### config.mk
export PLATFORM = sky130hd
export DESIGN_NAME = pipelined_add_sub
export DESIGN_NICKNAME = d
export VERILOG_FILES = /design/src/rtl/pipelined_add_sub.sv
export SDC_FILE = /design/constraint.sdc
export NUM_CORES = 1
export LEC_CHECK = 0
export ABC_AREA = 0
export CAP_MARGIN = 20
export CORE_AREA = 8 8 190 192
export CTS_BUF_LIST = sky130_fd_sc_hd__clkbuf_2 sky130_fd_sc_hd__clkbuf_4 sky130_fd_sc_hd__clkbuf_8
export DETAILED_ROUTE_END_ITERATION = 10
export DIE_AREA = 0 0 198 200
export HOLD_SLACK_MARGIN = 0.15
export PLACE_DENSITY_LB_ADDON = 0.05
export SLEW_MARGIN = 20
export SYNTH_ARGS = -nofsm -noshare
export SYNTH_HDL_FRONTEND = slang
export SYNTH_SLANG_ARGS = --single-unit
### constraint.sdc
create_clock -name clk -period 4.1 [get_ports clk]
set_input_delay 1.23 -clock clk [delete_from_list [all_inputs] [get_ports clk]]
set_output_delay 1.23 -clock clk [all_outputs]
set_load 0.05 [all_outputs]
### src/rtl/pipelined_add_sub.sv
// Pipelined two's-complement adder/subtractor: the carry chain is cut into
// STAGES slices of C bits, one register rank per slice, in-order valid/ready.
module pipelined_add_sub #(
  parameter int WIDTH  = 64,
  parameter int STAGES = 4
) (
  input  logic             clk,
  input  logic             reset_n,
  input  logic [WIDTH-1:0] a,
  input  logic [WIDTH-1:0] b,
  input  logic             sub,
  input  logic             inValid,
  output logic             inReady,
  output logic [WIDTH-1:0] s,
  output logic             carry,
  output logic             overflow,
  output logic             zero,
  output logic             outValid,
  input  logic             outReady
);
  localparam int C = WIDTH / STAGES;

  // Handshake: data moves on a rising edge where valid && ready. ready never
  // depends on valid; a stage is free when it is empty or its content leaves
  // this cycle, so bubbles collapse and a full pipe frozen by outReady=0 stalls.
  logic [STAGES-1:0] v_vec;
  logic [STAGES-1:0] c_vec;
  logic [STAGES-1:0] free;
  logic              free_acc;
  logic [WIDTH-1:0]  a_arr  [STAGES];
  logic [WIDTH-1:0]  bx_arr [STAGES];
  logic [WIDTH-1:0]  s_arr  [STAGES];
  logic              unused_bits;

  always_comb begin
    free_acc = outReady;
    free     = '0;
    for (int k = STAGES - 1; k >= 0; k--) begin
      free_acc = free_acc || !v_vec[k];
      free[k]  = free_acc;
    end
  end

  for (genvar k = 0; k < STAGES; k++) begin : g_stage
    logic [WIDTH-1:0] src_a, src_bx, src_s, new_s;
    logic             src_c, src_v;
    logic [C:0]       slice;
    logic [WIDTH-1:0] a_q, a_d, bx_q, bx_d, s_q, s_d;
    logic             v_q, v_d, c_q, c_d;

    if (k == 0) begin : g_first
      assign src_a  = a;
      assign src_bx = b ^ {WIDTH{sub}};
      assign src_s  = '0;
      assign src_c  = sub;
      assign src_v  = inValid;
    end else begin : g_next
      assign src_a  = a_arr[k-1];
      assign src_bx = bx_arr[k-1];
      assign src_s  = s_arr[k-1];
      assign src_c  = c_vec[k-1];
      assign src_v  = v_vec[k-1];
    end

    assign slice = {1'b0, src_a[k*C +: C]} + {1'b0, src_bx[k*C +: C]} + {{C{1'b0}}, src_c};

    always_comb begin
      new_s           = src_s;
      new_s[k*C +: C] = slice[C-1:0];
      v_d             = free[k] ? src_v : v_q;
      a_d             = a_q;
      bx_d            = bx_q;
      s_d             = s_q;
      c_d             = c_q;
      if (free[k] && src_v) begin
        a_d  = src_a;
        bx_d = src_bx;
        s_d  = new_s;
        c_d  = slice[C];
      end
    end

    always_ff @(posedge clk) begin
      if (!reset_n) begin
        v_q  <= 1'b0;
        c_q  <= 1'b0;
        a_q  <= '0;
        bx_q <= '0;
        s_q  <= '0;
      end else begin
        v_q  <= v_d;
        c_q  <= c_d;
        a_q  <= a_d;
        bx_q <= bx_d;
        s_q  <= s_d;
      end
    end

    assign v_vec[k]  = v_q;
    assign c_vec[k]  = c_q;
    assign a_arr[k]  = a_q;
    assign bx_arr[k] = bx_q;
    assign s_arr[k]  = s_q;

    // The last rank is the output register; its flags see the whole sum.
    if (k == STAGES - 1) begin : g_flags
      logic ovf_q, ovf_d, zero_q, zero_d;

      always_comb begin
        ovf_d  = ovf_q;
        zero_d = zero_q;
        if (free[k] && src_v) begin
          ovf_d  = (src_a[WIDTH-1] == src_bx[WIDTH-1]) && (new_s[WIDTH-1] != src_a[WIDTH-1]);
          zero_d = (new_s == '0);
        end
      end

      always_ff @(posedge clk) begin
        if (!reset_n) begin
          ovf_q  <= 1'b0;
          zero_q <= 1'b0;
        end else begin
          ovf_q  <= ovf_d;
          zero_q <= zero_d;
        end
      end

      assign overflow = ovf_q;
      assign zero     = zero_q;
    end
  end

  // Operand bits below the consumed slice are dead once a stage is loaded.
  always_comb begin
    unused_bits = 1'b0;
    for (int k = 0; k < STAGES; k++) begin
      unused_bits = unused_bits ^ (^a_arr[k]) ^ (^bx_arr[k]) ^ (^s_arr[k]);
    end
  end

  assign s        = s_arr[STAGES-1];
  assign carry    = c_vec[STAGES-1];
  assign outValid = v_vec[STAGES-1];
  assign inReady  = free[0];

endmodule

# [Word level (Yosys, flattened, before mapping)]
# Index checks and enable logic that the tools add are counted.
[word_totals] out_inout_bits=69 reg_bits=554 word_cells=45
[classes] addsub=8 n_reduce_logical=14 n_bitwise=1 eq_ne=2
[op_table] op="16-bit by 16-bit adder with 17-bit output" n=4
[op_table] op="17-bit by 1-bit adder with 17-bit output" n=4
[op_table] op="64-bit zero test" n=1
[op_table] op="64-bit bitwise XOR" n=1
[op_table] op="1-bit logical AND" n=5
[op_table] op="1-bit zero test" n=4
[op_table] op="1-bit logical OR" n=4
[op_table] op="1-bit == test" n=1
[op_table] op="1-bit inequality test" n=1

# [Logic depth before layout (Yosys ltp)]
[logic_depth] depth_word=6 ltp_mapped=13 ltp_nobuf=12

# [Least setup slack after synthesis]
# Ideal clock, no wire load.
[synth_timing] path_kind="input to register" startpoint="in sub" endpoint="reg g_stage[0].s_q[15]" setup_slack_ns=-0.007 arrival_time_ns=3.974 t_required_ns=3.967 path_stages=12 path_cell_list="clkbuf_1 -> clkbuf_1 -> xor2_1 -> ha_1 -> and4_1 -> a211o_1 -> o41ai_2 -> inv_1 -> a21oi_1 -> a21oi_1 -> mux2i_1 -> a31oi_1"
[synth_between] elab_chain_cells=3
[synth_rtl] element="from (decl)" line_no="11" source="input logic sub,"
[synth_rtl] element="64-bit bitwise XOR" line_no="53" source="assign src_bx = b ^ {WIDTH{sub}};"
[synth_rtl] element="16-bit by 16-bit adder with 17-bit output" line_no="65" source="assign slice = {1'b0, src_a[k*C +: C]} + {1'b0, src_bx[k*C +: C]} + {{C{1'b0}}, src_c};"
[synth_rtl] element="17-bit by 1-bit adder with 17-bit output (*)" line_no="65"
[synth_rtl] element="to (signal assigned)" line_no="89" source="s_q <= '0;"
[synth_rtl] element="to (signal assigned)" line_no="95" source="s_q <= s_d;"
[synth_rtl] element="to (decl)" line_no="48" source="logic [WIDTH-1:0] a_q, a_d, bx_q, bx_d, s_q, s_d;"
# Mark *: on every way between the ends. The rest lies on a longest branch, timed or not.
# A chain may end at the register's enable or synchronous reset.

# [Worst setup path in the final report]
[layout_timing] startpoint="in outReady" endpoint="out inReady"
[layout_between] elab_chain_cells=4
[layout_rtl] element="from (decl)" line_no="19" source="input logic outReady"
[layout_rtl] element="1-bit logical OR (4 in a row)" line_no="39" source="free_acc = free_acc || !v_vec[k];"
[layout_rtl] element="to (decl)" line_no="13" source="output logic inReady,"
# No other way between the ends.

==> results_dict.tcl <==
set metrics [dict create \
    relSlewSlack_pct 48.2 \
    cts_resized 0 \
    num_rows 67 \
    slowest_stage "clkdlybuf4s50_1" \
    fin_tns_setup_ps 0 \
    cts-root-buf "clkbuf_8" \
    die_w_um 198 \
    hold_buffers 0 \
    post_drt_wl_per_cell_um 16.0 \
    drc 0 \
    syn_avg_cell_area_um2 7.99 \
    cp_data_required_time_ps 2870 \
    synth_compound_area_share_pct 17.6 \
    status "finished clean" \
    grt_remaining_overflow 0 \
    final_common_cell "nand2_1" \
    die_h_um 200 \
    drt-vias-per-instance 5.14 \
    path_cells "clkdlybuf4s50_1 -> nor2_1 -> nand3_1 -> buf_4" \
    synthMuxAreaShare_pct 0.263 \
    critPathMaxFanout 3 \
    synth_edf_count 0 \
    firstDrtPassIters 4 \
    setup_viol 0 \
    placedCellCount 2523 \
    cp_slowest_stage_delay_ps 480 \
    ys_dominant_reg_cell "dfxtp_1" \
    core_area_mm2 0.0331 \
    synth_top_family_by_area "simple AND/OR/NAND/NOR gates" \
    drive_gt1_share_pct 7.05 \
    slew_viol_final 0 \
    hp-class "flop to flop" \
    grt_pass1_vias 12700 \
    grt_max_degree 79 \
    vias 13500 \
    cts_buffers 57 \
    crit_type "primary input to primary output" \
    mostFrequentLayoutCells "nand2_1 (563), dfxtp_1 (362), a21oi_1 (320)" \
    diodes 0 \
    cts_buffer_depth 3 \
    post-dp-hpwl_mm 30.9 \
    power_density_mw_per_mm2 400 \
    die_area_mm2 0.0396 \
    cts_max_level 2 \
    drt_iter0_drc 718 \
    clock_latency_ps 600 \
    power_switching_mw 1.93 \
    fin_skew_ps 22.1 \
    instances_no_fill 2619 \
    hold_viol_final 0 \
    final_nets 2334 \
    async_reset_ff_share_pct 0 \
    seqPwrFrac_pct 48.2 \
    arrival_ps 2300 \
    syn_area_mm2 0.0157 \
    max_cap_violations 0 \
    antenna_found_initial 0 \
    portBuffers 201 \
    clk_pin_slew_ps 60 \
    tritoncts "done" \
    cts_setup_buffers 0 \
    cellInternalPower_mw 5.83 \
    ir_drop_mv 0.191 \
    p_clk_share_pct 40.6 \
    synth-seq-cells 362 \
    netlist_instances 1962 \
    post-route-min-period_ps 3530 \
    start_util_pct 47.3 \
    grt_pass1_wl_mm 66.8 \
    area_delta_synth_final_pct 23.9 \
    synth-xor-area-share_pct 6.15 \
    ys_types 57 \
    tightest_slew_ps 777 \
    cellLeakagePower_nw 7.18 \
    synth-adder-area-share_pct 5.68 \
    yosys.area_share.simple_pct 20.5 \
    netSwitchingFraction_pct 24.8 \
    ioPinCount 202 \
    rsz0062_at_grt "false" \
    routabilityCongestion 0.885 \
    synth_nets 2162 \
    p_comb_share_pct 11.2 \
    final.period_utilization_pct 86.1 \
    fmax_mhz 283 \
    start_kind "primary input" \
    yosysSeqAreaShare_pct 46.2 \
    grt_use_total_pct 20.5 \
    cts_sinks 362 \
    routed_wl_mm 41.8 \
    fin_hold_ws_ps 441 \
    ant_nets 0 \
    worst_setup_path_end_kind "primary output" \
    yosysWarningCount 0 \
]
[synth_stat cells (all sizes together), types with 9 or more instances]
cell type	count	area, µm²
xor2	24	210
xnor2	86	753
a31oi	9	56.3
nor3	18	90.1
nand2	565	2120
inv	25	93.8
o21a	9	67.6
ha	60	751
nand3	20	100
o21ai	24	120
a21oi	320	1600
nor4	13	81.3
a211oi	64	485
nor2	127	477
a21o	9	68.8
clkbuf	122	458
dfxtp	362	7250
[registers in the layout, summed over array words and instances, names as in the netlist]
| signal | cells |
|---|---|
| zero | 1 |
| outValid | 1 |
| g_stage.v_q | 3 |
| g_stage.s_q | 96 |
| s | 64 |
| g_stage.bx_q | 96 |
| g_stage.a_q | 96 |
| carry | 1 |
| overflow | 1 |
| g_stage.c_q | 3 |
[routing by layer]
layer  part of all wire (%)  global-route usage, %  vias to the layer above  routed length, µm
met5                      0                      0                        -                  0
met4                    1.5                   4.56                        0                648
li1                       -                      -                     6959                  -
met2                     42                   30.8                      336              17600
met1                     50                   30.2                     6108              20900
met3                    6.4                   3.87                       57               2660
[worst paths after layout]
check	startpoint	to	slack, ps	depth (start not counted)
max	outReady	inReady	570	4
max reg2reg	g_stage[1].a_q[32]	g_stage[2].c_q	900	12
min reg2reg	g_stage[1].s_q[13]	g_stage[2].s_q[13]	440	2
min	g_stage[1].s_q[13]	g_stage[2].s_q[13]	440	2
[metrics by stage]
| stage | utilization (%) | worst slack [ps] | cell area [µm²] | power, mW |
|---|---|---|---|---|
| 2_1_floorplan | - | 142 | 15700 | 4.34 |
| 3_3_place_gp | 55.1 | 167 | 18200 | 4.67 |
| 3_5_place_dp | 55.1 | 203 | 18200 | 4.68 |
| 4_1_cts | 58.7 | 570 | 19400 | 7.84 |
| 5_1_grt | 58.7 | 496 | 19400 | 8.10 |
| 6_report | 58.7 | 568 | 19400 | 7.76 |
[power by group through the flow]
stage	clock, mW	combinational [mW]	sequential (mW)
final	3.15	0.869	3.74
after global routing	3.38	0.965	3.75
after CTS	3.23	0.874	3.74
after detailed placement	0	0.869	3.81
after global placement	0	0.860	3.81
after floorplan	0	0.549	3.79
[cell type report]
cell class,count,area [µm²]
Multi-Input combinational cell,1449,7910
Tap cell,448,561
Clock buffer,85,1070
Fill cell,3112,13700
Timing Repair Buffer,239,2420
Sequential cell,362,7250
Inverter,25,101
Clock inverter,11,119
[worst max-delay path, delay by kind of cell]
family,cells,cell delay [ps]
buffers and inverters,2,720
and+or+nand+nor,2,340
[logic make-up (layout without fill, tap and decap cells)]
family,count (synthesis),after routing
muxes,4,4
DFF,362,362
adders and majority gates,67,67
buffers and inverters,151,360
and+or+nand+nor,793,793
AOI/OAI and AO/OA,475,475
xor gates and xnor gates,110,110
Note: power is estimated with default switching activity, not from simulation.
==> variant (config.mk and constraints unchanged) <==
The parameter `STAGES` goes from 4 to 2.
--- a/src/rtl/pipelined_add_sub.sv
+++ b/src/rtl/pipelined_add_sub.sv
@@ -2,7 +2,7 @@
 // STAGES slices of C bits, one register rank per slice, in-order valid/ready.
 module pipelined_add_sub #(
   parameter int WIDTH  = 64,
-  parameter int STAGES = 4
+  parameter int STAGES = 2
 ) (
   input  logic             clk,
   input  logic             reset_n,
Function: changed (a bounded check fails within 4 cycles, from zero or initial values and one cycle with reset_n low).
==> variant against the original RTL <==
  * Synthesized area is 38% lower
  * Via count decreased by 32%
  * Final cell count is 28% lower
  * Worst hold slack improved by 0.019 ns
  * Combinational power up 61%
  * Sequential cell count fell by 196
  * Setup slack got worse by 0.24 ns
  * Sequential power decreased by 51%
  * Cell area down 34%
  * Count of clock-buffer cells in the layout is 65 lower
  * Power is 43% lower
  * Wire length shrank 21%
==> variant: results (changes against the original RTL) <==
{| class="wikitable"
! Metric !! Value
|-
| Slew headroom || 39.09% (was 48.20%)
|-
| Post-place instance area || 0.01246 mm^2 (was 0.01824 mm^2)
|-
| R2R Path End || zero$_SDFFE_PN0P_ (was g_stage[2].c_q$_SDFFE_PN0P_)
|-
| Crit path DAT || 4.15 ns (was 2.30 ns)
|-
| Net count of the mapped netlist || 1427 (was 2162)
|-
| Via density per instance || 4.868 (was 5.139)
|-
| Data required, critical path || 4.48 ns (was 2.87 ns)
|-
| Lkg Pwr || 4.917 nW (was 7.184 nW)
|-
| Min Hold Slack || 0.4592 ns (was 0.4406 ns)
|-
| Status || finished clean (unchanged)
|-
| H-tree depth || 4 (was 2)
|-
| Start point of the worst hold path || s[22]$_SDFFE_PN0P_ (was g_stage[1].s_q[13]$_SDFFE_PN0P_)
|-
| Number of global-route vias before repair || 9117 (was 12663)
|-
| Pin count of the biggest net entering global routing || 83 (was 79)
|-
| Post-DR wirelength/cell || 17.44 um (was 15.96 um)
|-
| Worst R2R Setup Slack || 0.36 ns (was 0.90 ns)
|-
| Share of synthesized area occupied by flip-flops and latches || 34.05% (was 46.24%)
|-
| Unique masters post-synth || 78 (was 57)
|-
| Antenna violations before repair || 1 (was 0)
|-
| Proportion of synthesized area in mux cells || 0.4743% (was 0.2635%)
|-
| Worst-Skew Late Latency || 0.48 ns (was 0.60 ns)
|-
| Top cells by area in the synthesized netlist || sky130_fd_sc_hd__dfxtp_1 (34%), sky130_fd_sc_hd__nand2_1 (8.4%), sky130_fd_sc_hd__ha_1 (7.9%) (was sky130_fd_sc_hd__dfxtp_1 (46%), sky130_fd_sc_hd__nand2_1 (14%), sky130_fd_sc_hd__a21oi_1 (10%))
|-
| Hold endpoint || s[22]$_SDFFE_PN0P_ (was g_stage[2].s_q[13]$_SDFFE_PN0P_)
|-
| Drt pass-1 iters || 5 (was 4)
|-
| Clock input transition at the sequential cells of the worst setup and hold paths || 0.10 ns (was 0.06 ns)
|-
| Capturing instance or port of the critical path || g_stage[0].s_q[20]$_SDFFE_PN0P_ (was inReady)
|-
| Critical R2R Launch || g_stage[0].a_q[32]$_SDFFE_PN0P_ (was g_stage[1].a_q[32]$_SDFFE_PN0P_)
|-
| Worst clock skew || 0.02170 ns (was 0.02206 ns)
|-
| Worst vdd rail ir drop || 0.1837 mV (was 0.1913 mV)
|-
| Share of synthesized cell area in full adder, half adder and majority cells || 8.563% (was 5.684%)
|-
| Global-route wire length before repair || 51580 um (was 66850 um)
|-
| Number of violations reported at the end of detailed-routing iteration 0 || 461 (was 718)
|}
==> variant: worst max-delay path: cells and delay by family <==
kind,cells,cell delay (ns)
multiplexers,1,0.32
adder cells (fa/ha/maj),1,0.41
buffers and inverters,1,0.50
AO/OA/AOI/OAI,7,1.42
AND/OR/NAND/NOR,2,0.27
==> variant: routing by layer <==
layer  global-route usage (%)  part of all wire (%)  wire length (um)
met5                        0                 0.027                 9
met4                    4.480                   1.4               461
met3                    3.219                   4.6              1498
met2                    24.45                    42             13910
met1                    23.76                    52             16970
==> variant: report_power, final <==
group          switching [mW]  internal, mW  total, mW  leakage (nW)
combinational           0.795         0.610       1.40          3.36
sequential             0.0901          1.73       1.82          1.36
clock                   0.671         0.527       1.20         0.190
total                    1.56          2.87       4.43          4.92
==> variant: cell type report <==
class,count,area (um^2)
clock inverter,12,118.9
multi-input combinational,973,6115
inverter,21,81.33
fill,3518,20270
timing repair buffer,244,2380
tap,448,560.5
clock buffer,20,269.0
sequential,166,3323
